--- config.mk ---
export PLATFORM = sky130hd
export DESIGN_NAME = gate_resp_misr
export DESIGN_NICKNAME = d
export VERILOG_FILES = /design/src/rtl/gate_resp_misr.sv
export SDC_FILE = /design/constraint.sdc
export NUM_CORES = 1
export LEC_CHECK = 0
export ABC_AREA = 1
export CAP_MARGIN = 10
export CORE_ASPECT_RATIO = 1.1
export CORE_MARGIN = 2
export CORE_UTILIZATION = 35
export DETAILED_ROUTE_END_ITERATION = 16
export PLACE_DENSITY = 0.59
export SETUP_SLACK_MARGIN = 0.1
export SLEW_MARGIN = 20
export SYNTH_ARGS = -nofsm -noshare
export SYNTH_HDL_FRONTEND = slang
export SYNTH_SLANG_ARGS = --single-unit
export TNS_END_PERCENT = 5
--- constraint.sdc ---
create_clock -name clk -period 1.9 [get_ports clk]
set_input_delay 0.38 -clock clk [delete_from_list [all_inputs] [get_ports clk]]
set_output_delay 0.38 -clock clk [all_outputs]
set_load 0.03 [all_outputs]
--- src/rtl/gate_resp_misr.sv ---
// 9-bit MISR compactor for gate-model responses with a run FSM and golden compare.
// Optional GATE_RESP_MISR_MASK_EN adds resp_mask to blank X-prone response bits.
module gate_resp_misr #(
    parameter int unsigned PATTERNS = 256,
    parameter logic [8:0]  GOLDEN   = 9'h000
) (
    input  logic        clk,
    input  logic        rst_n,
    input  logic        start,
    input  logic        resp_valid,
    input  logic [8:0]  resp,
`ifdef GATE_RESP_MISR_MASK_EN
    input  logic [8:0]  resp_mask,
`endif
    output logic        busy,
    output logic        done,
    output logic        pass,
    output logic [8:0]  signature,
    output logic [15:0] count
);

    localparam int unsigned SW = 9;
    localparam int unsigned CW = 16;

    typedef enum logic [1:0] {IDLE, RUN, DONE} state_t;

    state_t        state_q, state_d;
    logic [SW-1:0] sig_d;
    logic [CW-1:0] cnt_d;
    logic          pass_d;
    logic [SW-1:0] r_c;
    logic [SW-1:0] misr_c;
    logic [CW-1:0] cnt_inc_c;
    logic          last_c;

`ifdef GATE_RESP_MISR_MASK_EN
    assign r_c = resp & ~resp_mask;
`else
    assign r_c = resp;
`endif

    // Next MISR value for x^9 + x^4 + 1, feedback taken from the MSB.
    always_comb begin
        misr_c    = '0;
        misr_c[0] = signature[SW-1] ^ r_c[0];
        for (int i = 1; i < int'(SW); i++) begin
            misr_c[i] = signature[i-1] ^ r_c[i];
        end
        misr_c[4] = misr_c[4] ^ signature[SW-1];
    end

    assign cnt_inc_c = count + CW'(1);
    assign last_c    = (cnt_inc_c == CW'(PATTERNS));

    always_comb begin
        state_d = state_q;
        sig_d   = signature;
        cnt_d   = count;
        pass_d  = pass;
        case (state_q)
            IDLE, DONE: begin
                // A vector arriving with start is dropped; compaction begins next cycle.
                if (start) begin
                    state_d = RUN;
                    sig_d   = '0;
                    cnt_d   = '0;
                    pass_d  = 1'b0;
                end
            end
            RUN: begin
                if (resp_valid) begin
                    sig_d = misr_c;
                    cnt_d = cnt_inc_c;
                    if (last_c) begin
                        state_d = DONE;
                        pass_d  = (misr_c == GOLDEN);
                    end
                end
            end
            default: begin
                state_d = IDLE;
                sig_d   = '0;
                cnt_d   = '0;
                pass_d  = 1'b0;
            end
        endcase
    end

    always_ff @(posedge clk or negedge rst_n) begin
        if (!rst_n) begin
            state_q   <= IDLE;
            signature <= '0;
            count     <= '0;
            pass      <= 1'b0;
            busy      <= 1'b0;
            done      <= 1'b0;
        end else begin
            state_q   <= state_d;
            signature <= sig_d;
            count     <= cnt_d;
            pass      <= pass_d;
            busy      <= (state_d == RUN);
            done      <= (state_d == DONE);
        end
    end

endmodule

==> results <==
- Of the total synthesized cell area, the portion taken by AND, OR, NAND and NOR gates is 0.3064.
- The cell at the root of the clock tree is clkbuf_8.
- The first-pass iteration count of the detailed router is 4.
- The most numerous cell in the Yosys netlist is nand2_1.
- The final sum of negative setup slack is 0 ps.
- Counting the buffers created by CTS gives 5.
- Detailed placement ended at an HPWL of 3207 microns.
- The worst register-to-register path ends at pass$_DFFE_PN0P_.
- The compound-cell area share of the yosys netlist is 0.1061.
- Buffers placed on the I/O ports in this run total 40.
- The CTS tree is yes.
- Of the cells placed in the final design, the portion with a size suffix greater than 1 is 0.1893.
- The worst hold path was traced through 2 stages.
- The effective utilization at floorplan is 0.3626.
- The total count of hold-check failures in the final report is 0.
- The net total in the final layout is 294.
- Of the total synthesized cell area, the portion taken by XOR and XNOR cells is 0.06751.
- Of the available clock period, the critical path in the final layout requires 0.9356.
- 0 antenna diodes ended up in the layout.
- The cell count after synthesis is 221.
- After detailed routing, the number of vias per cell comes to 4.985.
- The cell type with the highest aggregate area in the netlist is dfrtp_1.
- In this run the vertical extent of the chip is 76.81 microns.
- Yosys printed 0 warnings.
- The tool flagged a number of max-cap violations equal to 0.
- The flow ran to the end, and the final reports show no timing, DRC or antenna violations.
- The number of max-slew violations in the final report is 0.
- Subtracting the final worst setup slack from the clock period gives 1778 ps.
- The critical setup path kind is flop to flop.
- Row generation in the floorplan step produced 26 rows.
- The number of DRC violations after detailed-routing iteration 0 is 111.
- The overall routing resource usage is 0.1701.
- The total power is 3.215 mW.
- The count of nets left with antenna violations once routing finished came out at 0.
- Detailed routing placed a total of 172 microns of wire on met3.
- The setup clock skew after layout is 8.614 ps.
- The most used flip-flop cell after synthesis is dfrtp_1.
- Summed over all nets, wire length on met2 after detailed routing comes to 2179 microns.
- Prior to clock tree synthesis, the placed netlist has a worst setup slack of 15.02 ps.
- The floorplan step defined a die boundary enclosing 0.005391 sq mm.
- From synthesis to final layout, the design area changed by 45.77%.
- The largest family of logic cells by synthesized area is simple AND/OR/NAND/NOR gates.
- The utilization of the core after routing is 0.5285.
- The via count is 1,675.
- For this design, the sink count on the clock tree is 30.
- Of all nets on the critical path, the largest fanout is 5.
- The highest attainable clock frequency is 562.6 MHz.
- Setup repair after global routing could not meet its margin everywhere.
- Counting instances in the post-synthesis netlist gives the leading cell types as nand2_1, dfrtp_1, inv_1.
- The largest buffer count on any clock path is 2.
- The finished cells cover 0.002459 sq mm.
- The synthesized design contains 30 register bits.
- The number of top-level pins is 41.
- The total congestion overflow after global routing is 0.
- The leakage power total is 1.178 nW.
- Data on the critical path arrives at its endpoint at 1950 ps.
- The worst hold path begins at pass$_DFFE_PN0P_.
- The detailed router put a total of 2010 microns of wire on met1.
- Power spread over the standard cell area amounts to 1308 mW/mm^2.
- The required time of the critical path is 2070 ps.
- For this run, design rule violations remaining after detail routing come to 0.
- The end point of the most critical hold path is pass$_DFFE_PN0P_.
- For the pin with the worst max-slew slack, the measured transition is 402.3 ps.
- The global-route wire length before repair is 7383 microns.
- Entering global routing, the biggest net connects 31 pins.
- The net count after synthesis is 235.
- The core region is 0.004652 sq mm.
- Across all hold checks on the routed design, the worst slack comes to 478.6 ps.
- The startpoint identified for the worst register-to-register timing path is count[1]$_DFFE_PN0P_.
- The clock edge transition at the registers on the reported setup and hold paths is 60 ps.
- The number of enable flip-flop cells after synthesis is 0.
- The later pin in the worst-skew pair is clocked with a latency of 280 ps.
- The unique cell type count in the Yosys netlist is 22.
- The worst setup path is captured at a flop.
- The via count of the first global-routing pass is 1,630.
- For this run, the register share of the synthesized area comes to 0.4451.
- Setup slack on the worst reg-to-reg path comes out at 120 ps.
- The number of instances in the placed design is 326.
- After synthesis, the share of flip-flops with an asynchronous set or reset is 1.000.
- The worst reg2reg path depth is 14.
- After synthesis, the cell types taking the most area are dfrtp_1, nand2_1, o21ai_0, inv_1, nand3_1.
- The setup violation total in the final timing report is 0.
- The mapped netlist covers 0.001687 sq mm.
- The proportion of synthesized area in mux cells is 0.
- The placed instance area is 0.002240 sq mm.
- The width of the die is 70.19 microns.
- Dividing the detail-routed wire length by the instance count gives 13.13 microns.
- STA classifies the critical path startpoint as a flop.
- The mean area per synthesized cell is 7.632 sq um.
- The number of cells in the finished layout apart from fillers is 336.
- The area share of the largest cell type after synthesis is 0.4451.
- The path class of the lowest-slack min-delay path is flop to flop.
- The quantity of hold-fixing buffers added after cts is 0.
- The worst relative slew slack is 0.7318.
- The maximum resistive drop on vdd is 1.090 mV.
- The deepest level of the CTS H-tree is 2.
- The initial antenna violation count is 0.
- The final weighted congestion in routability-driven placement is 0.8266.
- The highest metal layer used by the detailed router is met4.
- The routed wire length is 4411 microns.
- Across all setup checks in the final design, the least slack found is 122.4 ps.
- The adder and majority cell fraction of the synthesized area is 0.007418.
[state kept, by name, summed over array words and instances (netlist names)]
name,cells
busy,1
count,16
done,1
pass,1
signature,9
state_q,2
[report_power, final]
group          switching [mW]  internal [mW]  total [mW]
Combinational           0.977          0.699        1.68
Clock                   0.230          0.252       0.482
Sequential              0.223          0.835        1.06
[cell families (layout without fill, tap and decap cells)]
kind of cell	after synthesis	in the layout
AO/OA/AOI/OAI	32	32
adder cells (fa/ha/maj)	1	1
XOR/XNOR	13	13
flip-flops	30	30
buffers and inverters	30	89
AND/OR/NAND/NOR	115	115
[repair_timing]
| action | 4_1_cts | 5_1_grt |
|---|---|---|
| setup endpoints to repair | 11 | 16 |
| buffers inserted | 0 | 3 |
| pin swaps | 0 | 11 |
| gates resized for setup | 1 | 36 |
[layout by cell type (no fill, tap or decap), drive strengths merged, types with 6 or more instances in the layout]
cell / synthesis / routed
dfrtp: 30 / 30
xnor2: 7 / 7
buf: 1 / 15
clkbuf: 2 / 7
dlymetal6s2s: 0 / 10
nand2: 68 / 68
nor2: 22 / 22
inv: 27 / 27
xor2: 6 / 6
o21ai: 23 / 23
nand4: 9 / 9
o22ai: 7 / 7
nand3: 15 / 15
clkdlybuf4s50: 0 / 29
[layer usage]
layer	vias up	track usage
li1	839	-
met1	797	0.2223
met2	35	0.2790
met3	4	0.03942
met4	0	0.05192
met5	-	0
[worst max-delay path, cell delays in order, from the launching register on]
cell     delay, ps
dfrtp_2        390
ha_4           170
nand3_4        100
nor2_4         180
nand2_1         70
nand2_1         80
nand2_2         60
nor2_2         120
nand2_2         80
nor2_2         120
nand2_2         70
nand2_2         80
nand2_1         50
nand2_1         50
nand2_1         40
[worst max-delay path by stage]
stage / startpoint / to / slack, ps / depth (start not counted)
2_1_floorplan: count[0]$_DFFE_PN0P_ / pass$_DFFE_PN0P_ / 110 / 14
4_1_cts: count[0]$_DFFE_PN0P_ / pass$_DFFE_PN0P_ / 20 / 14
6_report: count[1]$_DFFE_PN0P_ / pass$_DFFE_PN0P_ / 120 / 14
3_3_place_gp: resp_valid / pass$_DFFE_PN0P_ / 60 / 12
3_5_place_dp: resp_valid / pass$_DFFE_PN0P_ / 20 / 12
5_1_grt: count[1]$_DFFE_PN0P_ / pass$_DFFE_PN0P_ / -40 / 14
[layout make-up]
class | count | area [sq um]
inverter | 27 | 101.3
tap | 56 | 70.07
timing repair buffer | 55 | 544.3
sequential | 30 | 757.0
clock buffer | 7 | 76.32
fill | 462 | 2193
multi-input combinational | 161 | 909.6
No activity file was read; power rests on OpenSTA's default activity.
